==> src/rtl/framebuffer_scanout.sv <==
`default_nettype none
// ============================================================================
// Module      : framebuffer_scanout
// Description : VGA scan-out of the 8-bit Mandelbrot framebuffer. Generates
//               sync timing, issues one linear read per active pixel, maps
//               the returned iteration byte to RGB and aligns it with the
//               delayed syncs. Display is gated per frame by frame_ready.
// Revision    : 1.0 - initial release
// ============================================================================
module framebuffer_scanout #(
  parameter int          H_ACTIVE     = 640,
  parameter int          H_FP         = 16,
  parameter int          H_SYNC       = 96,
  parameter int          H_BP         = 48,
  parameter int          V_ACTIVE     = 480,
  parameter int          V_FP         = 10,
  parameter int          V_SYNC       = 2,
  parameter int          V_BP         = 33,
  parameter int          ADDR_W       = 19,
  parameter int          RD_LATENCY   = 1,
  parameter logic [7:0]  IN_SET_VALUE = 8'hFF
) (
  input  logic              clk,
  input  logic              reset,
  input  logic              frame_ready,
  output logic [ADDR_W-1:0] mem_read_address,
  output logic              mem_re,
  input  logic [7:0]        mem_read_data,
  output logic [7:0]        vga_r,
  output logic [7:0]        vga_g,
  output logic [7:0]        vga_b,
  output logic              hsync,
  output logic              vsync,
  output logic              blank_n,
  output logic              frame_start
);

  localparam int H_TOTAL = H_ACTIVE + H_FP + H_SYNC + H_BP;
  localparam int V_TOTAL = V_ACTIVE + V_FP + V_SYNC + V_BP;
  localparam int HW      = $clog2(H_TOTAL);
  localparam int VW      = $clog2(V_TOTAL);
  localparam int L       = RD_LATENCY + 1;

  localparam logic [HW-1:0] H_LAST    = HW'(H_TOTAL - 1);
  localparam logic [HW-1:0] H_ACT_END = HW'(H_ACTIVE);
  localparam logic [HW-1:0] HS_BEG    = HW'(H_ACTIVE + H_FP);
  localparam logic [HW-1:0] HS_END    = HW'(H_ACTIVE + H_FP + H_SYNC);
  localparam logic [VW-1:0] V_LAST    = VW'(V_TOTAL - 1);
  localparam logic [VW-1:0] V_ACT_END = VW'(V_ACTIVE);
  localparam logic [VW-1:0] VS_BEG    = VW'(V_ACTIVE + V_FP);
  localparam logic [VW-1:0] VS_END    = VW'(V_ACTIVE + V_FP + V_SYNC);

  // Sync-side flag bits {frame_start, blank_n, vsync, hsync}; idle = syncs high
  localparam logic [3:0] SYNC_IDLE = 4'b0011;

  logic [HW-1:0]     h_q, h_d;
  logic [VW-1:0]     v_q, v_d;
  logic [ADDR_W-1:0] addr_q, addr_d, addr_base;
  logic              den_q, den_d;
  logic              frame_first, active, en_now, hs_now, vs_now;
  logic [3:0]        sync_now;
  logic [3:0]        sync_q [L];
  logic              show_q [RD_LATENCY];
  logic [7:0]        r_d, g_d, b_d, r_q, g_q, b_q;

  // Stage 0: timing point decode, per-frame enable and linear address
  always_comb begin
    frame_first = (h_q == '0) && (v_q == '0);
    h_d         = (h_q == H_LAST) ? '0 : h_q + 1'b1;
    v_d         = v_q;
    if (h_q == H_LAST) begin
      v_d = (v_q == V_LAST) ? '0 : v_q + 1'b1;
    end
    // frame_ready is only honoured at the frame boundary; mid-frame changes
    // wait for the next (0,0) so a partially rendered frame is never shown
    en_now      = frame_first ? frame_ready : den_q;
    den_d       = en_now;
    active      = (h_q < H_ACT_END) && (v_q < V_ACT_END);
    hs_now      = !((h_q >= HS_BEG) && (h_q < HS_END));
    vs_now      = !((v_q >= VS_BEG) && (v_q < VS_END));
    // Counter restarts at (0,0) so a frame always begins at address zero
    addr_base   = frame_first ? '0 : addr_q;
    addr_d      = addr_base + {{(ADDR_W-1){1'b0}}, active};
    sync_now    = {frame_first, active, vs_now, hs_now};
  end

  // Read request is gated by reset so it drops the moment reset asserts
  assign mem_read_address = addr_base;
  assign mem_re           = reset & active & en_now;

  // Stage 0 state: position counters, address counter and frame enable
  always_ff @(posedge clk or negedge reset) begin
    if (!reset) begin
      h_q    <= '0;
      v_q    <= '0;
      addr_q <= '0;
      den_q  <= 1'b0;
    end else begin
      h_q    <= h_d;
      v_q    <= v_d;
      addr_q <= addr_d;
      den_q  <= den_d;
    end
  end

  // Colour map applied to the byte that arrives with this timing point
  always_comb begin
    r_d = 8'h00;
    g_d = 8'h00;
    b_d = 8'h00;
    if (show_q[RD_LATENCY-1] && (mem_read_data != IN_SET_VALUE)) begin
      r_d = mem_read_data;
      g_d = {mem_read_data[6:0], 1'b0};
      b_d = {mem_read_data[5:0], 2'b00};
    end
  end

  // Alignment pipeline: syncs delayed L clocks, display flag delayed to
  // meet the read data, colour registered once so both land together
  always_ff @(posedge clk or negedge reset) begin
    if (!reset) begin
      for (int i = 0; i < L; i++) sync_q[i] <= SYNC_IDLE;
      for (int i = 0; i < RD_LATENCY; i++) show_q[i] <= 1'b0;
      r_q <= 8'h00;
      g_q <= 8'h00;
      b_q <= 8'h00;
    end else begin
      sync_q[0] <= sync_now;
      for (int i = 1; i < L; i++) sync_q[i] <= sync_q[i-1];
      show_q[0] <= active & en_now;
      for (int i = 1; i < RD_LATENCY; i++) show_q[i] <= show_q[i-1];
      r_q <= r_d;
      g_q <= g_d;
      b_q <= b_d;
    end
  end

  assign hsync       = sync_q[L-1][0];
  assign vsync       = sync_q[L-1][1];
  assign blank_n     = sync_q[L-1][2];
  assign frame_start = sync_q[L-1][3];
  assign vga_r       = r_q;
  assign vga_g       = g_q;
  assign vga_b       = b_q;

endmodule
`default_nettype wire

==> config.mk <==
export PLATFORM = sky130hd
export DESIGN_NAME = framebuffer_scanout
export DESIGN_NICKNAME = d
export VERILOG_FILES = /design/src/rtl/framebuffer_scanout.sv
export SDC_FILE = /design/constraint.sdc
export NUM_CORES = 1
export LEC_CHECK = 0
export ABC_AREA = 1
export CAP_MARGIN = 20
export CORE_MARGIN = 2
export CORE_UTILIZATION = 30
export CTS_CLUSTER_SIZE = 30
export DETAILED_ROUTE_END_ITERATION = 6
export PLACE_DENSITY_LB_ADDON = 0.12
export SYNTH_ARGS = -nofsm -noshare
export SYNTH_HDL_FRONTEND = slang
export SYNTH_SLANG_ARGS = --single-unit
export TNS_END_PERCENT = 100
==> constraint.sdc <==
create_clock -name clk -period 2.6 [get_ports clk]
set_input_delay 0.39 -clock clk [delete_from_list [all_inputs] [get_ports clk]]
set_output_delay 0.39 -clock clk [all_outputs]
set_load 0.02 [all_outputs]
; ---- Yosys cells after proc, flatten, opt, wreduce, memory -nomap -nowiden
; Cells that the tools add are included.
[classes]
add_sub_neg = 3
order_cmp = 6
eq_ne = 3
muxes = 7
n_bitwise = 3
reduce_logical = 9
[ops]
columns = cell, n
row1 = 2-to-1 mux 8 bit, 3
row2 = "adder 10 x 1 -> 10 bit, second input constant", 2
row3 = "equality test 10 bit, second input constant", 2
row4 = logical NOT 10 bit, 2
row5 = "< comparator 10 bit, second input constant", 2
row6 = "< comparator 10 x 9 -> 1 bit, second input constant", 2
row7 = 2-to-1 mux 10 bit, 2
row8 = adder 19 x 1 -> 19 bit, 1
row9 = 2-to-1 mux 19 bit, 1
row10 = "greater-or-equal comparator 10 bit, second input constant", 1
row11 = "greater-or-equal comparator 10 x 9 -> 1 bit, second input constant", 1
row12 = "inequality test 8 bit, second input constant", 1
row13 = logical AND 1 bit, 5
row14 = bitwise AND 1 bit, 3
row15 = logical NOT 1 bit, 2
row16 = 2-to-1 mux 1 bit, 1
[totals]
ff_bits = 73
out_inout_bits = 48
wordCells = 41

; ---- Depth between registers and ports, before layout
[logic_depth]
word_depth = 4
mapped_depth = 20

; ---- Least setup slack after synthesis
; No wires, ideal clock.
[synth_timing]
kind = reg-to-reg
start = register v_q[0]
end = register addr_q[14]
arrival_time_ps = 2450
required_ps = 2483
path_slack_ps = 33
path_stages_with_launch = 21
n_path_buf = 2
period_less_slack_ps = 2567
path_cell_list = dfrtp_1 > inv_1 > ha_1 > nand2_1 > inv_1 > nand2_1 > nor2_1 > nand3_4 > buf_6 > buf_8 > nand2_1 > inv_1 > ha_1 > ha_1 > nand2_1 > nor2_2 > nand2_2 > nor2_2 > nand3_1 > nand2_1 > nand2_1
[synth_via]
elab_chain_cells = 4
elab_cells_between_ends = 6
cone_classes = add/sub: 1 / order compare: 1 / mux: 1 / reduce/logical: 3
[synth_rtl]
columns = item, line_no
row1 = start: declaration, 57  ; logic [VW-1:0] v_q, v_d;
row2 = start signal: assignment, 100  ; v_q <= v_d;
row3 = logical NOT 10 bit, 68  ; frame_first = (h_q == '0) && (v_q == '0);
row4 = logical AND 1 bit, 68
row5 = 2-to-1 mux 19 bit, 82  ; addr_base = frame_first ? '0 : addr_q;
row6 = named net mem_read_address[0], 26  ; output logic [ADDR_W-1:0] mem_read_address,
row7 = adder 19 x 1 -> 19 bit, 83  ; addr_d = addr_base + {{(ADDR_W-1){1'b0}}, active};
row8 = named net addr_d[14], 58  ; logic [ADDR_W-1:0] addr_q, addr_d, addr_base;
row9 = end signal: assignment, 101  ; addr_q <= addr_d;
row10 = end: declaration, 58
; The timed path passes the listed nets, and every way through them passes these cells.
; A chain may end at the register's enable or synchronous reset.

; ---- Final worst setup path
[layout_timing]
start = register v_q[0]
end = output port mem_read_address[8]
[layout_via]
elab_chain_cells = 3
[layout_rtl]
columns = item, line_no
row1 = logical NOT 10 bit, 68
row2 = logical AND 1 bit, 68
row3 = 2-to-1 mux 19 bit, 82
row4 = end: declaration, 26
; No other way between the ends.

==> impl_metrics.tcl <==
set metrics [dict create \
    outcome "complete, no violations" \
    layout.cell_area.non_filler_sq_um 4040 \
    syn-cell-area_sq_um 3100 \
    share_of_final_layout_standard_cells_stronger_than_drive_strength_1_pct 23.5 \
    detail_route.first_pass.iterations 4 \
    final-max-slew-violation-count 0 \
    final_cells 565 \
    post_drt_wl_per_cell_um 12.0 \
    upper_clock_frequency_limit_mhz 407 \
    placement.setup.worst_slack_ns 0.0629 \
    antenna_found_initial 0 \
    maximum_number_of_pins_on_one_net_before_global_route_repair 58 \
    synth_instances 361 \
    startpoint_type_of_the_worst_setup_path "register" \
    max-clock-path-buffers 2 \
    post_synth_edffs 0 \
    hold_violations 0 \
    post-place-cells 539 \
    top_level_ports 59 \
    root_buffer "clkbuf_8" \
    fillerInstances 1065 \
    cts_made_buffers 9 \
    cp-end-kind "primary output" \
    chip_width_um 106 \
    worstReg2RegStart "v_q[0]$_DFFE_PN0N_" \
    coreArea_sq_um 10200 \
    total_gr_overflow 0 \
    clock_insertion_delay_at_the_later_pin_of_the_skew_report_ns 0.33 \
    synth.yosys.seq_area_share_pct 46.2 \
    critical_path_buffers_and_inverters 6 \
    ys_seq_elements 57 \
    layout.area.seq_sq_um 1430 \
    worst_pin_slew_ns 0.739 \
    synth_ff_type "dfrtp_1" \
    synthesis.area_per_instance_sq_um 8.57 \
    synth.distinct_cells 34 \
    antennaDiodeCount 0 \
    remaining_drc_errors 0 \
    cpMaxStageDelayCell "dfrtp_1" \
    cp_max_fo 5 \
    post_cts_hold_buffer_count 0 \
    fp-row-count 37 \
    pwr_cell_area_nw_per_um2 502 \
    die_area_sq_um 11100 \
    grt_met1_usage_pct 15.7 \
    detailroute.via_count 2384 \
    buffer_ports.inserted 55 \
    r2r-end "addr_q[16]$_DFF_PN0_" \
    crit_chain "inv_2, ha_4, nand2_1, inv_1, nand2_1, nor2_2, nand3_4, buf_4, clkbuf_16, nand2_2, inv_2, clkdlybuf4s15_1" \
    most_frequent_cells_in_the_layout "inv_1 (53), dfrtp_1 (53), nand2_1 (52)" \
    ir_worst_vdd_v 0.000246 \
    total_of_warnings_raised_by_yosys 0 \
    globalRouteTotalUtil_pct 12.7 \
    totalWireLength_mm 6.78 \
    fin_crit_ns 2.46 \
    max-slew-margin-rel_pct 50.7 \
    start_util_pct 30.4 \
    critPathRequiredTime_ns 2.21 \
    criticalPathCategory "reg2out" \
    reg2reg_depth 19 \
    cts_htree_levels 3 \
    drt.antenna.violating_nets 0 \
    placed_area_sq_um 3690 \
    hpwl_mm 4.99 \
    tritoncts "done" \
    syn_to_final_growth_pct 30.6 \
    critical_path.top_delay_family "buffers and inverters" \
    setup_slack_ns 0.142 \
    skew_ns 0.00914 \
    met3_usage_pct 3.65 \
    place.gp.congestion 0.803 \
    die_height_um 106 \
    cts.reportedPaths.clkPinSlew_ns 0.07 \
    reg2reg_setup_slack_ns 0.30 \
    wire_length_of_the_first_global_routing_pass_mm 11.1 \
    timing.hold.ws_ns 0.266 \
    hold_class "in2async" \
    starting_drt_drc_count 68 \
    grtUsageMet2_pct 20.6 \
    cts.sinks 57 \
    grt_pass1_vias 2318 \
    async_flop_share_pct 100 \
    detail_route.vias_per_cell 4.22 \
    power.static_leakage_uw 0.00195 \
    multi_input_area_sq_um 1290 \
    max_stage_delay_ns 0.42 \
    max-cap-violations 0 \
    final_nets 441 \
    worstPathArrival_ns 2.07 \
    gr-max-usage-layer "met2" \
    period_share_pct 94.5 \
    final-setup-viol-count 0 \
]
[layer usage]
metal | up-vias | part of all wire [%]
li1 | 1234 | -
met5 | - | 0
met4 | 0 | 1.9
met1 | 1098 | 45
met3 | 9 | 3.2
met2 | 43 | 50
[worst max path at each step]
stage / startpoint / slack [ns] / depth (start not counted) / to
after floorplan: v_q[0]$_DFFE_PN0N_ / 0.03 / 20 / addr_q[14]$_DFF_PN0_
after global placement: v_q[0]$_DFFE_PN0N_ / 0.15 / 19 / addr_q[16]$_DFF_PN0_
after detailed placement: v_q[0]$_DFFE_PN0N_ / 0.06 / 19 / addr_q[16]$_DFF_PN0_
after CTS: v_q[0]$_DFFE_PN0N_ / 0.008 / 11 / mem_read_address[5]
after global routing: v_q[0]$_DFFE_PN0N_ / -0.03 / 12 / mem_read_address[18]
final: v_q[0]$_DFFE_PN0N_ / 0.14 / 12 / mem_read_address[8]
[state kept, by name (all words and copies together) (netlist names)]
signal	count
addr_q	19
blank_n	1
den_q	1
frame_start	1
h_q	10
hsync	1
show_q	1
sync_q	4
v_q	10
vga_r	8
vsync	1
[metrics by stage]
step | power [uW] | setup TNS, ns | util [%]
global route | 2120 | -0.161 | 39.7
floorplan | 970 | 0 | -
detailed placement | 1030 | 0 | 36.3
CTS | 2070 | 0 | 38.4
finish | 2030 | 0 | 39.7
global placement | 1030 | 0 | 36.3
[worst reg2reg max path, delay by kind of cell (launching register included)]
family	cells	cell delay (ns)
adder cells (fa/ha/maj)	3	0.54
flip-flops	1	0.40
buffers and inverters	4	0.30
AND/OR/NAND/NOR	12	0.95
[repair_timing]
item | CTS | global route
endpoints found under the setup margin | 20 | 30
hold endpoints to repair | 0 | 0
gates cloned | 0 | 2
setup buffers | 0 | 8
pin swaps | 0 | 2
resized for setup | 21 | 30
[layout make-up]
cell class	instances	area share [%]
Clock buffer	11	3.50
Clock inverter	5	2.54
Inverter	64	5.94
Multi-Input combinational cell	223	32.0
Sequential cell	57	35.4
Tap cell	136	4.21
Timing Repair Buffer	69	16.5
[cell families after synthesis]
| logic type | synth area share (%) |
|---|---|
| flops | 46.2 |
| xor+xnor | 4.24 |
| fa+ha+maj | 2.43 |
| buf+inv | 13.1 |
| other cells | 0.121 |
| simple gates | 30.6 |
| compound gates | 3.23 |
[Yosys cell counts (all sizes together), types with 4 or more instances]
cell type	instances	area share [%]
a21oi	10	1.6
inv	64	7.8
xor2	14	4.0
dfstp	4	3.4
ha	6	2.4
buf	19	5.4
nand2	69	10
nor3	13	2.6
nand3	31	6.9
o21ai	4	0.65
nand4	10	2.0
dfrtp	53	43
nor2	55	8.3
[power by group]
group / leakage (uW) / switching, uW / internal [uW]
registers: 0.000730 / 4.22 / 895
clock network: 0.000120 / 364 / 662
logic: 0.00110 / 60.8 / 45.6
total: 0.00195 / 429 / 1600
No activity file was read; power rests on OpenSTA's default activity.
